$ cat src/rtl/sweep_cmd_sequencer.sv
// Sweep command sequencer: assembles little-endian UART command frames, holds one pending
// frame and issues it to the sweeper. Define SWEEP_CMD_CHECKSUM_EN for 12-byte XOR-checked frames.
module sweep_cmd_sequencer #(
  parameter int TIMEOUT_CYCLES = 50000,
  parameter int TIMEOUT_W      = 16
) (
  input  logic        clk,
  input  logic        reset,
  input  logic        rx_valid,
  input  logic [7:0]  rx_data,
  output logic        cmd_valid,
  input  logic        cmd_ready,
  output logic [31:0] cmd_freq_step,
  output logic [15:0] cmd_cycles_per_step,
  output logic [31:0] cmd_init_freq,
  output logic [7:0]  cmd_mode,
  input  logic        sweep_done,
  output logic        busy,
  output logic        frame_err,
  output logic        timeout_err,
  output logic        overrun_err
);

`ifdef SWEEP_CMD_CHECKSUM_EN
  localparam int FRAME_BYTES = 12;
`else
  localparam int FRAME_BYTES = 11;
`endif
  localparam int PAYLOAD_BYTES = 11;
  localparam int PAYLOAD_W     = 8 * PAYLOAD_BYTES;
  localparam logic [3:0] LAST_IDX = 4'(FRAME_BYTES - 1);
  localparam logic [TIMEOUT_W-1:0] TIMEOUT_LAST = TIMEOUT_W'(TIMEOUT_CYCLES - 1);

  typedef enum logic [1:0] {
    ST_IDLE,
    ST_ISSUE,
    ST_WAIT_DONE
  } state_t;

  // Bytes before the final one; the final byte is consumed straight from rx_data.
  logic [7:0]           byte_reg  [FRAME_BYTES-1];
  logic [7:0]           byte_next [FRAME_BYTES-1];
  logic [3:0]           idx_reg, idx_next;
  logic [TIMEOUT_W-1:0] cnt_reg, cnt_next;
  logic                 slot_valid_reg, slot_valid_next;
  logic [PAYLOAD_W-1:0] slot_data_reg, slot_data_next;
  logic                 frame_err_reg, frame_err_next;
  logic                 timeout_err_reg, timeout_err_next;
  logic                 overrun_err_reg, overrun_err_next;

  state_t               state_reg, state_next;
  logic                 cmd_load;
  logic [31:0]          cmd_freq_step_reg;
  logic [15:0]          cmd_cycles_per_step_reg;
  logic [31:0]          cmd_init_freq_reg;
  logic [7:0]           cmd_mode_reg;

  logic [PAYLOAD_W-1:0] payload;
  logic                 frame_done;
  logic                 frame_good;
  logic                 handshake;
  logic                 slot_free;

  genvar gi;
  generate
    for (gi = 0; gi < FRAME_BYTES - 1; gi++) begin : g_byte
      assign byte_next[gi] = (rx_valid && idx_reg == 4'(gi)) ? rx_data : byte_reg[gi];
    end
    for (gi = 0; gi < PAYLOAD_BYTES - 1; gi++) begin : g_payload
      assign payload[gi*8 +: 8] = byte_reg[gi];
    end
  endgenerate

`ifdef SWEEP_CMD_CHECKSUM_EN
  logic [7:0] chk_calc;

  always_comb begin
    chk_calc = 8'h00;
    for (int i = 0; i < FRAME_BYTES - 1; i++) begin
      chk_calc = chk_calc ^ byte_reg[i];
    end
  end

  assign payload[PAYLOAD_W-1 -: 8] = byte_reg[PAYLOAD_BYTES-1];
  // A bad mode and a bad checksum together still produce a single frame_err pulse.
  assign frame_good = (payload[PAYLOAD_W-1 -: 8] <= 8'd1) && (chk_calc == rx_data);
`else
  assign payload[PAYLOAD_W-1 -: 8] = rx_data;
  assign frame_good = (rx_data <= 8'd1);
`endif

  assign frame_done = rx_valid && (idx_reg == LAST_IDX);
  assign handshake  = cmd_valid && cmd_ready;
  assign slot_free  = !slot_valid_reg || handshake;

  // Byte index and inter-byte timeout; an arriving byte always beats an expiry.
  always_comb begin
    idx_next         = idx_reg;
    cnt_next         = cnt_reg;
    timeout_err_next = 1'b0;
    if (rx_valid) begin
      cnt_next = '0;
      idx_next = frame_done ? 4'd0 : idx_reg + 4'd1;
    end else if (idx_reg != 4'd0) begin
      if (cnt_reg == TIMEOUT_LAST) begin
        idx_next         = 4'd0;
        cnt_next         = '0;
        timeout_err_next = 1'b1;
      end else begin
        cnt_next = cnt_reg + 1'b1;
      end
    end
  end

  // Pending slot: a slot vacated by this cycle's handshake can take the new frame at once.
  always_comb begin
    slot_valid_next  = slot_valid_reg;
    slot_data_next   = slot_data_reg;
    frame_err_next   = 1'b0;
    overrun_err_next = 1'b0;
    if (handshake) begin
      slot_valid_next = 1'b0;
    end
    if (frame_done) begin
      if (!frame_good) begin
        frame_err_next = 1'b1;
      end else if (slot_free) begin
        slot_valid_next = 1'b1;
        slot_data_next  = payload;
      end else begin
        overrun_err_next = 1'b1;
      end
    end
  end

  always_ff @(posedge clk) begin
    if (reset) begin
      idx_reg         <= '0;
      cnt_reg         <= '0;
      slot_valid_reg  <= 1'b0;
      slot_data_reg   <= '0;
      frame_err_reg   <= 1'b0;
      timeout_err_reg <= 1'b0;
      overrun_err_reg <= 1'b0;
      for (int i = 0; i < FRAME_BYTES - 1; i++) begin
        byte_reg[i] <= 8'h00;
      end
    end else begin
      idx_reg         <= idx_next;
      cnt_reg         <= cnt_next;
      slot_valid_reg  <= slot_valid_next;
      slot_data_reg   <= slot_data_next;
      frame_err_reg   <= frame_err_next;
      timeout_err_reg <= timeout_err_next;
      overrun_err_reg <= overrun_err_next;
      byte_reg        <= byte_next;
    end
  end

  // Dispatcher; sweep_done outside WAIT_DONE is stale and ignored.
  always_comb begin
    state_next = state_reg;
    cmd_load   = 1'b0;
    case (state_reg)
      ST_IDLE: begin
        if (slot_valid_reg) begin
          state_next = ST_ISSUE;
          cmd_load   = 1'b1;
        end
      end
      ST_ISSUE: begin
        if (cmd_ready) begin
          state_next = (cmd_mode_reg == 8'd0) ? ST_WAIT_DONE : ST_IDLE;
        end
      end
      ST_WAIT_DONE: begin
        if (sweep_done) begin
          state_next = ST_IDLE;
        end
      end
      default: state_next = ST_IDLE;
    endcase
  end

  always_ff @(posedge clk) begin
    if (reset) begin
      state_reg               <= ST_IDLE;
      cmd_freq_step_reg       <= '0;
      cmd_cycles_per_step_reg <= '0;
      cmd_init_freq_reg       <= '0;
      cmd_mode_reg            <= '0;
    end else begin
      state_reg <= state_next;
      if (cmd_load) begin
        cmd_freq_step_reg       <= slot_data_reg[31:0];
        cmd_cycles_per_step_reg <= slot_data_reg[47:32];
        cmd_init_freq_reg       <= slot_data_reg[79:48];
        cmd_mode_reg            <= slot_data_reg[87:80];
      end
    end
  end

  assign cmd_valid           = (state_reg == ST_ISSUE);
  assign cmd_freq_step       = cmd_freq_step_reg;
  assign cmd_cycles_per_step = cmd_cycles_per_step_reg;
  assign cmd_init_freq       = cmd_init_freq_reg;
  assign cmd_mode            = cmd_mode_reg;
  assign busy                = slot_valid_reg || (state_reg != ST_IDLE);
  assign frame_err           = frame_err_reg;
  assign timeout_err         = timeout_err_reg;
  assign overrun_err         = overrun_err_reg;

endmodule

$ cat config.mk
export PLATFORM = sky130hd
export DESIGN_NAME = sweep_cmd_sequencer
export DESIGN_NICKNAME = d
export VERILOG_FILES = /design/src/rtl/sweep_cmd_sequencer.sv
export SDC_FILE = /design/constraint.sdc
export NUM_CORES = 1
export LEC_CHECK = 0
export BUFFER_PORTS_ARGS = -buffer_cell sky130_fd_sc_hd__buf_2
export CORE_UTILIZATION = 60
export CTS_BUF_LIST = sky130_fd_sc_hd__clkbuf_4 sky130_fd_sc_hd__clkbuf_8
export CTS_CLUSTER_SIZE = 14
export DETAILED_ROUTE_END_ITERATION = 7
export PLACE_DENSITY = 0.8
export SLEW_MARGIN = 10
export SYNTH_ARGS = -nofsm -noshare
export SYNTH_HDL_FRONTEND = slang
export SYNTH_SLANG_ARGS = --single-unit
$ cat constraint.sdc
create_clock -name clk -period 3.14 [get_ports clk]
set_clock_uncertainty 0.1 [all_clocks]
set_input_delay 0 -clock clk [delete_from_list [all_inputs] [get_ports clk]]
set_output_delay 0 -clock clk [all_outputs]
set_load 0.05 [all_outputs]
Yosys cells after proc, flatten, opt, wreduce, memory -nomap -nowiden
Cells that the tools add are included.
{"block": "classes", "addsub": 2, "reduce_logical": 29, "shifts": 0, "magnitude_cmp": 1, "muxes": 19, "n_div": 0, "eq_ne": 16, "multipliers": 0, "bitwise": 3}
{"op": "16-bit by 1-bit adder with 16-bit output, second input constant", "n": 1}
{"op": "16-bit equality test, second input constant", "n": 1}
{"op": "4-bit by 3-bit equality test with 1-bit output, second input constant", "n": 4}
{"op": "16-bit two-way mux", "n": 1}
{"op": "4-bit two-way mux", "n": 4}
{"op": "4-bit equality test, second input constant", "n": 3}
{"op": "1-bit logical AND", "n": 12}
{"op": "1-bit two-way mux", "n": 9}
{"op": "4-bit by 2-bit equality test with 1-bit output, second input constant", "n": 2}
{"op": "8-bit by 1-bit <= comparator with 1-bit output, second input constant", "n": 1}
{"op": "8-bit logical NOT", "n": 1}
{"op": "2-bit two-way mux", "n": 4}
{"op": "2-bit one-hot mux with 3 select lines", "n": 1}
{"op": "3-bit AND reduction", "n": 2}
{"op": "2-bit nonzero test", "n": 3}
{"op": "3-bit OR reduction", "n": 2}
{"op": "4-bit by 1-bit adder with 4-bit output, second input constant", "n": 1}
{"op": "4-bit by 1-bit equality test with 1-bit output, second input constant", "n": 1}
{"op": "4-bit logical NOT", "n": 1}
{"op": "2-bit inequality test, second input constant", "n": 2}
{"op": "4-bit nonzero test", "n": 1}
{"op": "2-bit OR reduction", "n": 2}
{"op": "1-bit inverter", "n": 3}
{"op": "2-bit by 1-bit equality test with 1-bit output, second input constant", "n": 1}
{"op": "other kinds (6)", "n": 7}
{"block": "word_totals", "out_inout_bits": 93, "inputBits": 13, "latchBits": 0, "ramBits": 0, "ff_bits": 282, "mem_bits_ro": 0, "memories": 0}

Logic depth before layout (Yosys ltp)
{"block": "depth", "depth_word": 6, "ltp_mapped": 8, "ltp_nobuf": 6}

Worst setup path before layout
OpenSTA, ideal clock, no wires.
{"block": "synth_path", "path_kind": "register to register", "start": "register idx_reg[0]", "end": "register cnt_reg[14]", "path_stages_with_launch": 7, "setup_slack_ns": 0.920, "arrival_time_ns": 2.049, "required_ns": 2.969, "path_cell_list": "dfxtp_1 -> inv_1 -> ha_1 -> nor3b_2 -> or4b_2 -> or3_1 -> a21oi_1"}
{"block": "synth_between", "elab_chain_cells": 1}
{"item": "start: declaration", "line": "43", "text": "logic [3:0] idx_reg, idx_next;"}
{"item": "start signal: assignment", "line": "149", "text": "idx_reg <= idx_next;"}
{"item": "4-bit nonzero test", "line": "104", "text": "end else if (idx_reg != 4'd0) begin"}
{"item": "end signal: assignment", "line": "150", "text": "cnt_reg <= cnt_next;"}
{"item": "end: declaration", "line": "44", "text": "logic [TIMEOUT_W-1:0] cnt_reg, cnt_next;"}
No other way between the ends.
A chain may end at the register's enable or synchronous reset.

Final worst setup path
{"block": "layout_path", "start": "register idx_reg[0]", "end": "register slot_data_reg[68]"}
{"block": "layout_between", "elab_chain_cells": 3}
{"item": "4-bit equality test", "line": "92", "text": "assign frame_done = rx_valid && (idx_reg == LAST_IDX);"}
{"item": "1-bit logical AND", "line": "92"}
{"item": "3-bit AND reduction (no source line)"}
{"item": "end signal: assignment", "line": "152", "text": "slot_data_reg <= slot_data_next;"}
{"item": "end: declaration", "line": "46", "text": "logic [PAYLOAD_W-1:0] slot_data_reg, slot_data_next;"}
No other way between the ends.

==> flow_metrics.env <==
export IMPL_grtUsageMet3_pct=4.05
export IMPL_detailed_place_hpwl_um=13500
export IMPL_p_clk_share_pct=44.7
export IMPL_hold_ws_ns=0.320
export IMPL_grt_pass1_wl_um=37600
export IMPL_mostFrequentLayoutCells="nand2_1 (515), dfxtp_1 (282), a21oi_1 (255)"
export IMPL_max_clock_path_buffers=3
export IMPL_outcome="complete, no violations"
export IMPL_synthesis_area_sq_um=10100
export IMPL_netlist_cell_type_count=43
export IMPL_die_width_um=132
export IMPL_drcViolationCount=0
export IMPL_core_area_sq_um=16500
export IMPL_grt_use_total_pct=26.2
export IMPL_fin_nets=1376
export IMPL_largest_reg_flops=88
export IMPL_postRouteAntennaNets=0
export IMPL_clock_latency_ns=0.54
export IMPL_rsz0062_at_grt="false"
export IMPL_cts_made_buffers=43
export IMPL_hold_path_class="input pin to flip-flop"
export IMPL_drt_first_iter_violations=600
export IMPL_finalSetupViolCount=0
export IMPL_worstMarginPinSlew_ns=0.900
export IMPL_grt_busiest_layer="met2"
export IMPL_timing_fmax_mhz=410
export IMPL_viasPerCell=5.33
export IMPL_final_setup_tns_ns=0
export IMPL_hold_violations=0
export IMPL_p_leak_nw=4.16
export IMPL_io_pin_count=106
export IMPL_arrival_ns=2.79
export IMPL_grt_max_degree=189
export IMPL_first_pass_iters=5
export IMPL_power_frac_seq_pct=52.6
export IMPL_io_buffer_count=105
export IMPL_p_sw_share_pct=21.4
export IMPL_antenna_found_initial=0
export IMPL_syn_inst=1265
export IMPL_vias=8554
export IMPL_ir_drop_v=0.000384
export IMPL_htree_levels=2
export IMPL_ys_seq_area_share_pct=56.0
export IMPL_synth_edf_count=0
export IMPL_synth_net_count=1283
export IMPL_combPwrFrac_pct=2.8
export IMPL_drv_cap=0
export IMPL_cts_resized_gates=0
export IMPL_seqCellArea_sq_um=5650
export IMPL_syn_to_final_growth_pct=15.6
export IMPL_routedWlPerCell_um=14.1
export IMPL_first_global_vias=8092
export IMPL_drive_gt1_share_pct=14.2
export IMPL_p_int_mw=5.40
export IMPL_netSwitchingPower_mw=1.47
export IMPL_die_area_sq_um=17300
export IMPL_critPathKind="flip-flop to flip-flop"
export IMPL_fillCellCount=1361
export IMPL_ys_ff_latch=282
export IMPL_fin_crit_sh_pct=77.6
export IMPL_maxSlewHeadroom_pct=39.5
export IMPL_ys_flop_type="dfxtp_1"
export IMPL_worstPathMaxFanout=56
export IMPL_root_buffer="clkbuf_8"
export IMPL_cts_tree="yes"
export IMPL_maxSlewViolCount=0
export IMPL_rows=47
export IMPL_clock_sinks=282
export IMPL_die_h_um=132
export IMPL_n_antenna_cell=0
export IMPL_start_util_pct=61.0
export IMPL_met2_usage_pct=45.0
export IMPL_cp_end_kind="flip-flop"
export IMPL_rrSetupSlack_ns=0.70
export IMPL_path_clk_slew_ns=0.06
export IMPL_avgSynthCellArea_sq_um=7.97
export IMPL_async_flop_share_pct=0
export IMPL_cp_data_required_time_ns=3.49
export IMPL_grt_overflow=0
export IMPL_multi_input_area_sq_um=4080
export IMPL_layout_cells_most_common="nand2_1"
export IMPL_p_per_area_nw_per_um2=589
export IMPL_wirelength_um=22600
export IMPL_startpoint_type="flip-flop"
export IMPL_synth_warnings=0
export IMPL_gp_congestion=0.841
export IMPL_period_minus_slack_ns=2.44
export IMPL_grt_use_met1_pct=33.5
## path summary, 6_finish.rpt
check,from,end,cells after the start
worst max register to register,idx_reg[0],slot_data_reg[68],7
worst min register to register,slot_data_reg[26],cmd_freq_step[26],2
worst max-delay path,idx_reg[0],slot_data_reg[68],7
worst min-delay path,cmd_ready,state_reg[1],4
## synth_stat cells, types with 4 or more instances
cell | n | area (sq um)
a21oi_1 | 255 | 1280
and2_1 | 9 | 56.3
buf_6 | 8 | 90.1
clkbuf_1 | 69 | 259
dfxtp_1 | 282 | 5650
ha_1 | 5 | 62.6
nand2_1 | 516 | 1940
nand3_1 | 14 | 70.1
nand4_1 | 6 | 37.5
nor2_1 | 27 | 101
nor2b_1 | 4 | 25.0
nor3_1 | 10 | 50.1
nor4_1 | 4 | 25.0
nor4b_1 | 4 | 35.0
or3_1 | 5 | 31.3
xnor2_1 | 9 | 78.8
## layout make-up
type	count	area share [%]
sequential	282	48.4
multi-input combinational	901	35.0
clock buffer	69	7.50
timing repair buffer	127	6.47
tap	220	2.36
clock inverter	3	0.193
inverter	3	0.0966
## routing by layer
layer | share of wire [%] | wire length, um
met1 | 44 | 10000
met2 | 49 | 11200
met3 | 4.4 | 1000
met4 | 1.9 | 427
met5 | 0 | 0
## stage by stage
step / total power, mW / cells / setup slack [ns] / cell area [sq um] / utilization, %
3_3_place_gp: 3.86 / 1520 / 0.829 / 10600 / 64.4
6_report: 6.87 / 1605 / 0.704 / 11700 / 70.6
5_1_grt: 7.09 / 1605 / 0.513 / 11700 / 70.6
2_1_floorplan: 3.81 / 1265 / 0.920 / 10100 / -
4_1_cts: 6.92 / 1605 / 0.718 / 11700 / 70.6
3_5_place_dp: 3.86 / 1520 / 0.754 / 10600 / 64.4
## logic make-up after synthesis
family	Yosys count	synth area share (%)
compound gates	269	13.9
simple gates	615	24.8
xor+xnor	12	1.04
fa+ha+maj	5	0.620
flops	282	56.0
buf+inv	82	3.65
## critical path, stage by stage (launching register included)
cell,delay (ns)
dfxtp_1,0.33
inv_1,0.13
ha_1,0.26
nand4b_1,0.24
a2111oi_4,0.41
buf_4,0.53
nand2_1,0.14
a21oi_1,0.16
## power groups by stage
stage                     clock network (mW)  logic [mW]  registers, mW
final                                   3.07       0.191           3.61
after global routing                    3.27       0.208           3.61
after CTS                               3.12       0.187           3.61
after detailed placement                   0       0.175           3.69
after global placement                     0       0.171           3.69
after floorplan                            0       0.126           3.69
## what timing repair did
item | 4_1_cts | 5_1_grt
hold buffers | 13 | 0
setup buffers | 0 | 0
hold endpoints to repair | 132 | 0
No activity file was read; power rests on OpenSTA's default activity.
